### src/rtl/dmem_port_arbiter_pkg.sv
// Shared types and widths for the data-memory port arbiter.
package dmem_arb_pkg;

    localparam int LAT_W  = 4;
    localparam int WAIT_W = 8;

    typedef enum logic {
        ARB_IDLE = 1'b0,
        ARB_WAIT = 1'b1
    } arb_state_e;

    typedef enum logic {
        REQ_CPU = 1'b0,
        REQ_DBG = 1'b1
    } req_id_e;

    typedef struct packed {
        logic        we;
        logic [31:0] addr;
        logic [31:0] wdata;
        logic [3:0]  be;
    } mem_req_t;

    // Forces every memory field to zero whenever no access is being issued.
    function automatic mem_req_t mask_req(input mem_req_t req, input logic en);
        mem_req_t res;
        if (en) begin
            res = req;
        end else begin
            res = '0;
        end
        return res;
    endfunction

endpackage

### src/rtl/dmem_port_arbiter_age_ctr.sv
// Saturating DBG starvation counter: clears on a DBG grant, counts lost cycles.
module dmem_arb_age_ctr
    import dmem_arb_pkg::*;
#(
    parameter int MAX_WAIT = 8
) (
    input  logic clk_i,
    input  logic rst_i,
    input  logic inc_i,
    input  logic clr_i,
    output logic at_limit_o
);

    localparam logic [WAIT_W-1:0] LIMIT = WAIT_W'(MAX_WAIT);

    logic [WAIT_W-1:0] cnt_q;
    logic [WAIT_W-1:0] cnt_d;

    // Next count: clear wins over increment; increment stops at the limit.
    always_comb begin
        cnt_d = cnt_q;
        if (clr_i) begin
            cnt_d = '0;
        end else if (inc_i && (cnt_q != LIMIT)) begin
            cnt_d = cnt_q + WAIT_W'(1);
        end else begin
            cnt_d = cnt_q;
        end
    end

    // Count register with synchronous reset.
    always_ff @(posedge clk_i) begin
        if (rst_i) begin
            cnt_q <= '0;
        end else begin
            cnt_q <= cnt_d;
        end
    end

    assign at_limit_o = (cnt_q == LIMIT);

endmodule

### src/rtl/dmem_port_arbiter.sv
// Arbitrates the single data-memory port between the MEM stage (CPU) and the
// debug loader (DBG); sequences issue, fixed read latency and response.
module dmem_port_arbiter
    import dmem_arb_pkg::*;
#(
    parameter int MEM_LAT  = 1,
    parameter int MAX_WAIT = 8
) (
    input  logic        clk_i,
    input  logic        rst_i,
    input  logic        cpu_req_i,
    input  logic        cpu_we_i,
    input  logic [31:0] cpu_addr_i,
    input  logic [31:0] cpu_wdata_i,
    input  logic [3:0]  cpu_be_i,
    output logic        cpu_gnt_o,
    output logic        cpu_rvalid_o,
    output logic        cpu_adv_o,
    input  logic        dbg_req_i,
    input  logic        dbg_we_i,
    input  logic [31:0] dbg_addr_i,
    input  logic [31:0] dbg_wdata_i,
    input  logic [3:0]  dbg_be_i,
    output logic        dbg_gnt_o,
    output logic        dbg_rvalid_o,
    output logic [31:0] rdata_o,
    output logic        mem_en_o,
    output logic        mem_we_o,
    output logic [31:0] mem_addr_o,
    output logic [31:0] mem_wdata_o,
    output logic [3:0]  mem_be_o,
    input  logic [31:0] mem_rdata_i
);

    arb_state_e        state_q, state_d;
    logic [LAT_W-1:0]  lat_cnt_q, lat_cnt_d;
    req_id_e           owner_q, owner_d;

    mem_req_t cpu_fields_s, dbg_fields_s, win_fields_s;
    logic     issue_s, win_dbg_s, cpu_rv_s, dbg_rv_s, dbg_limit_s, en_s;

    assign cpu_fields_s = {cpu_we_i, cpu_addr_i, cpu_wdata_i, cpu_be_i};
    assign dbg_fields_s = {dbg_we_i, dbg_addr_i, dbg_wdata_i, dbg_be_i};

    // Next-state, arbitration and response decode.
    always_comb begin
        state_d   = state_q;
        lat_cnt_d = lat_cnt_q;
        owner_d   = owner_q;
        issue_s   = 1'b0;
        win_dbg_s = 1'b0;
        cpu_rv_s  = 1'b0;
        dbg_rv_s  = 1'b0;
        case (state_q)
            ARB_IDLE: begin
                if (cpu_req_i || dbg_req_i) begin
                    issue_s   = 1'b1;
                    win_dbg_s = dbg_req_i && (!cpu_req_i || dbg_limit_s);
                    if (!(win_dbg_s ? dbg_we_i : cpu_we_i)) begin
                        state_d   = ARB_WAIT;
                        lat_cnt_d = LAT_W'(MEM_LAT - 1);
                        owner_d   = win_dbg_s ? REQ_DBG : REQ_CPU;
                    end else begin
                        state_d = ARB_IDLE;
                    end
                end else begin
                    state_d = ARB_IDLE;
                end
            end
            ARB_WAIT: begin
                if (lat_cnt_q == '0) begin
                    cpu_rv_s = (owner_q == REQ_CPU);
                    dbg_rv_s = (owner_q == REQ_DBG);
                    state_d  = ARB_IDLE;
                end else begin
                    lat_cnt_d = lat_cnt_q - LAT_W'(1);
                end
            end
            default: begin
                state_d = ARB_IDLE;
            end
        endcase
    end

    // State, latency counter and load owner registers.
    always_ff @(posedge clk_i) begin
        if (rst_i) begin
            state_q   <= ARB_IDLE;
            lat_cnt_q <= '0;
            owner_q   <= REQ_CPU;
        end else begin
            state_q   <= state_d;
            lat_cnt_q <= lat_cnt_d;
            owner_q   <= owner_d;
        end
    end

    dmem_arb_age_ctr #(
        .MAX_WAIT (MAX_WAIT)
    ) u_age_ctr (
        .clk_i      (clk_i),
        .rst_i      (rst_i),
        .inc_i      (dbg_req_i & ~dbg_gnt_o),
        .clr_i      (dbg_gnt_o),
        .at_limit_o (dbg_limit_s)
    );

    // Reset gating keeps the port quiet even if a requester is already asserting.
    assign en_s         = issue_s & ~rst_i;
    assign win_fields_s = win_dbg_s ? dbg_fields_s : cpu_fields_s;
    assign {mem_we_o, mem_addr_o, mem_wdata_o, mem_be_o} = mask_req(win_fields_s, en_s);
    assign mem_en_o     = en_s;
    assign cpu_gnt_o    = en_s & ~win_dbg_s;
    assign dbg_gnt_o    = en_s & win_dbg_s;
    assign cpu_rvalid_o = cpu_rv_s & ~rst_i;
    assign dbg_rvalid_o = dbg_rv_s & ~rst_i;
    assign rdata_o      = mem_rdata_i;
    assign cpu_adv_o    = rst_i | ~cpu_req_i | (cpu_gnt_o & cpu_we_i) | cpu_rvalid_o;

endmodule
### config.mk
export PLATFORM = sky130hd
export DESIGN_NAME = dmem_port_arbiter
export DESIGN_NICKNAME = d
export VERILOG_FILES = /design/src/rtl/dmem_port_arbiter_pkg.sv /design/src/rtl/dmem_port_arbiter_age_ctr.sv /design/src/rtl/dmem_port_arbiter.sv
export SDC_FILE = /design/constraint.sdc
export NUM_CORES = 1
export LEC_CHECK = 0
export ABC_CLOCK_PERIOD_IN_PS = 3450
export BUFFER_PORTS_ARGS = -buffer_cell sky130_fd_sc_hd__buf_2
export CAP_MARGIN = 15
export CORE_AREA = 3 3 109 111
export CTS_CLUSTER_SIZE = 20
export DETAILED_ROUTE_END_ITERATION = 6
export DIE_AREA = 0 0 112 114
export GPL_ROUTABILITY_DRIVEN = 1
export GPL_TIMING_DRIVEN = 1
export PLACE_DENSITY = 0.57
export SLEW_MARGIN = 40
export SYNTH_ARGS = -nofsm -noshare
export SYNTH_HDL_FRONTEND = slang
export SYNTH_SLANG_ARGS = --single-unit
### constraint.sdc
create_clock -name clk_i -period 3.45 [get_ports clk_i]
set_clock_uncertainty 0.05 [all_clocks]
set_input_delay 0.8625 -clock clk_i [delete_from_list [all_inputs] [get_ports clk_i]]
set_output_delay 0.8625 -clock clk_i [all_outputs]
set_load 0.02 [all_outputs]
[Word level (Yosys, flattened, before mapping)]
Index checks and enable logic that the tools add are counted.
Storage, ports and cells
  bits in registers: 14
  bits in latches: 0
  bits in writable memories: 0
  ROM bits: 0
  input port bits: 174
  output and inout bits: 107
  word-level logic and storage cells: 57
  memories: 0
Operators by class
  $add $sub $neg: 2
  $mul: 0
  divide/modulo/power cells: 0
  order comparisons: 0
  eq/ne operators: 5
  shift operators: 0
  multiplexer cells: 20
  bitwise operators: 17
  reductions and logical operators: 9
Operators with widths (number)
  $mux W69: 2
  $mux W1: 13
  $mux W4: 3
  $add A8 B1 Y8 const B: 1
  $eq A8 B4 Y1 const B: 1
  $ne A8 B4 Y1 const B: 1
  $pmux W4 S2: 1
  $and A1 B1 Y1: 7
  $not A1 Y1: 7
  $ne A2 B2 Y1 const B: 3
  $reduce_and A3 Y1: 2
  $logic_not A4 Y1: 1
  $sub A4 B1 Y4 const B: 1
  $or A1 B1 Y1: 3
  $logic_and A1 B1 Y1: 2
  $logic_or A1 B1 Y1: 2
  $pmux W1 S2: 1
  $reduce_or A2 Y1: 1
  $logic_not A1 Y1: 1

[Logic depth before layout (Yosys ltp)]
  depth after elaboration: 10
  mapped depth: 8

[By module]
A second synthesis with hierarchy kept.
Unflattened totals
  cell total of the unflattened synthesis: 215
  area total of the unflattened synthesis: 1769.2 um2
Modules (own cells, without submodules)
  dmem_port_arbiter: times used 1, cells each 166, area each 1357.6 um2
  dmem_arb_age_ctr: times used 1, cells each 49, area each 411.6 um2

[Least setup slack after synthesis]
No wires, ideal clock.
  kind: input-to-output
  start: in dbg_req_i
  end: out mem_addr_o[23]
  arrival time: 2.345 ns
  data required time: 2.538 ns
  slack: 0.192 ns
  cell stages on the path: 7
  cells stage by stage: buf_2 > and4b_1 > nand2_1 > and3_1 > clkbuf_1 > clkbuf_1 > a22o_1
On the way
  cells in the longest elaborated chain, start to end: 5
  elaborated cells between the ends (all ways): 9
Ends and longest elaborated chain
  from (decl): RTL line dmem_port_arbiter.sv:19  | input logic dbg_req_i,
  $logic_and A1 B1 Y1 / $logic_or A1 B1 Y1 (equally long branches): RTL line dmem_port_arbiter.sv:58, dmem_port_arbiter.sv:56
  $mux W1: RTL line dmem_port_arbiter.sv:56  | if (cpu_req_i || dbg_req_i) begin
  $mux W1: RTL line dmem_port_arbiter.sv:54  | case (state_q)
  $mux W69 / $and A1 B1 Y1 (equally long branches): RTL line dmem_port_arbiter.sv:110, dmem_port_arbiter.sv:109
  $mux W69 (*): RTL line dmem_port_arbiter_pkg.sv:27  | if (en) begin
  to (decl): RTL line dmem_port_arbiter.sv:29  | output logic [31:0] mem_addr_o,
Mark *: on every way between the ends. The rest lies on a longest branch, timed or not.

[Worst setup path after layout]
  start: in dbg_req_i
  end: out mem_addr_o[4]
The elaborated chain is that of the path after synthesis.

==> metrics.md <==
| Metric | Value |
|---|---|
| Post-synthesis cell count | `211` |
| Worst setup path end | `mem_addr_o[4]` |
| Area grow syn2layout | `62.7%` |
| Worst hold-check slack | `0.426 ns` |
| Seq/Total Area, Yosys | `16.4%` |
| Least-Margin Pin Slew | `0.614 ns` |
| Most frequent cells in the layout | `216 x buf_2, 69 x a22o_1, 14 x dfxtp_1, 12 x nor2_1` |
| Post-Route WL | `8910 um` |
| Fmax | `300 MHz` |
| Tot Pwr | `676 uW` |
| Worst setup margin | `0.122 ns` |
| Post-Synthesis Cell Area | `1710 um2` |
| Placer Congestion | `0.944` |
| GR Overflow Total | `0` |
| IO Port Bufs | `216` |
| Die width | `112 um` |
| VDD IR max | `0.127 mV` |
| Ports | `281` |
| Synth area leaders | `a22o_1 35%, dfxtp_1 16%, buf_4 15%` |
| Crit path max fanout | `40` |
| Htree depth | `1` |
| Commonest non-fill, non-tap cell in the layout | `buf_2` |
| Worst Setup SP | `dbg_req_i` |
| CTS tree | `done` |
| Yosys top cell area share | `35.4%` |
| DR iter-0 viols | `246` |
| Number of synthesized register bits | `14` |
| Clock transition at the registers of the reported paths | `0.06 ns` |
| Global-route wire length before repair | `12700 um` |
| CTS Buffer Depth | `2` |
| Final period utilization | `96.5%` |
| DRC viols | `0` |
| Status | `complete, no violations` |
| Worst reg2reg path depth | `7` |
| Worst path arrival time | `2.42 ns` |
| Final core occ | `25.5%` |
| Detail Placement HPWL | `7410 um` |
| Number of max-cap violations | `0` |
| Root Driver | `clkbuf_8` |
| Core box area | `10900 um2` |
| Setup TNS | `0 ns` |
| Lkg Pwr | `0.00152 uW` |
| Number of global-route vias before repair | `2287` |
| Yosys cell types | `35` |
| Post-Syn Area per Cell | `8.08 um2` |
| Final Slew Violations | `0` |
| Pwr/cell area | `244 nW/um2` |
| Async S/R FF share, synth | `0%` |
| Starting Density | `15.7%` |
| Most used DFF post-synth | `dfxtp_1` |
| WS Path Type | `primary input to primary output` |
| Final setup viols | `0` |
| Critical Path Sink Type | `primary output` |
| Placement Setup Slack | `0.0425 ns` |
| TritonCTS Sinks | `14` |
| Reg-to-reg startpoint | `u_age_ctr.cnt_q[0]` |
| Critical Path Source Type | `primary input` |
| R2r endpoint | `lat_cnt_q[3]` |
| Pre-antenna DRT Iters | `4` |
| Post-synth EDFFs | `0` |
| Largest net degree at the start of global routing | `41` |
| RSZ-0062 raised after global routing | `false` |
| Hold Violations, Final | `0` |
| Die Area | `12800 um2` |
| Vias | `2423` |
| Num rows | `38` |
| Inserted Clock Buffers | `3` |
| ANT cells | `0` |
| Wire per inst | `16.9 um` |
| Post CTS Setup Buffer Count | `0` |
| Vias per Instance | `4.61` |
| Syn_nets | `388` |
| Hold Crit Class | `register to register` |
| Initial antenna violation count | `0` |
| Nets | `564` |
| Die Span Y | `114 um` |
| GR Util All Layers | `12.4%` |
| DRT antenna net count | `0` |
| CP required | `2.54 ns` |
| Tmin final | `3.33 ns` |
| Worst slew margin | `58.7%` |
| Reg2reg setup slack | `1.15 ns` |
| Latest clock arrival within the worst-skew pair | `0.25 ns` |
| Area leader, netlist | `a22o_1` |
| Share of cells above drive strength 1 | `59.3%` |
| Ys Warns | `0` |
layout make-up:
cell class	instances	area (um2)
repair buffers	221	1160
flip-flops and latches	14	280
clock buffers	4	55.1
fillers	1194	8110
well taps	140	175
inverters	6	22.5
multi-input cells	141	1080
synthesized netlist by cell type (all sizes together) (2+ instances only):
cell    count
nor4        2
nand2b      4
inv         6
xor2        4
nand3       8
nand4       3
nor3        2
clkbuf      9
xnor2       3
and3        2
dfxtp      14
buf        41
ha          3
nand2       5
a21oi       8
nor2       12
o21ai       2
a22o       69
logic make-up after synthesis:
group                      synth area share, %
DFF                                       16.4
AOI/OAI and AO/OA                         42.3
adders and majority gates                 2.20
muxes                                    0.587
xor gates and xnor gates                  3.60
and+or+nand+nor                           14.7
buffers and inverters                     20.2
worst min path at each step:
| stage | slack, ns | cells past startpoint | from | endpoint |
|---|---|---|---|---|
| 6_report | 0.43 | 2 | lat_cnt_q[0] | lat_cnt_q[0] |
| 2_1_floorplan | 0.39 | 2 | lat_cnt_q[0] | lat_cnt_q[0] |
| 3_5_place_dp | 0.42 | 2 | lat_cnt_q[0] | lat_cnt_q[0] |
| 4_1_cts | 0.43 | 2 | lat_cnt_q[0] | lat_cnt_q[0] |
| 3_3_place_gp | 0.40 | 2 | lat_cnt_q[0] | lat_cnt_q[0] |
| 5_1_grt | 0.45 | 2 | lat_cnt_q[0] | lat_cnt_q[0] |
repair_timing:
| action | 4_1_cts | 5_1_grt |
|---|---|---|
| hold buffers | 0 | 0 |
| setup endpoints to repair | 0 | 7 |
| resized for setup | 0 | 1 |
report_power, final:
group          total (uW)  switching, uW  internal, uW
sequential            172           6.19           166
combinational         340            189           150
clock                 165           63.3           101
through the flow:
stage          instances  instance area, um2
6_report             526                2780
3_3_place_gp         522                2720
4_1_cts              526                2770
2_1_floorplan        211                1710
3_5_place_dp         522                2720
5_1_grt              526                2780
registers in the layout, summed over array words and instances (netlist names):
signal           flops
state_q              1
u_age_ctr.cnt_q      8
lat_cnt_q            4
owner_q              1
critical path: stages:
cell	delay (ns)
buf_2	0.15
and4b_1	0.21
nand2_1	0.09
and3_2	0.25
buf_6	0.29
a22o_1	0.33
buf_2	0.21
routing by layer:
metal  global-route usage [%]  up-vias  part of all wire, %  routed length [um]
met5                        0        -                    0                   0
met4                     3.04        0                  1.4                 122
met3                     3.34       15                  9.6                 854
met2                     18.5      146                   43                3810
met1                     17.7     1137                   46                4120
li1                         -     1125                    -                   -
Note: power is estimated with default switching activity, not from simulation.
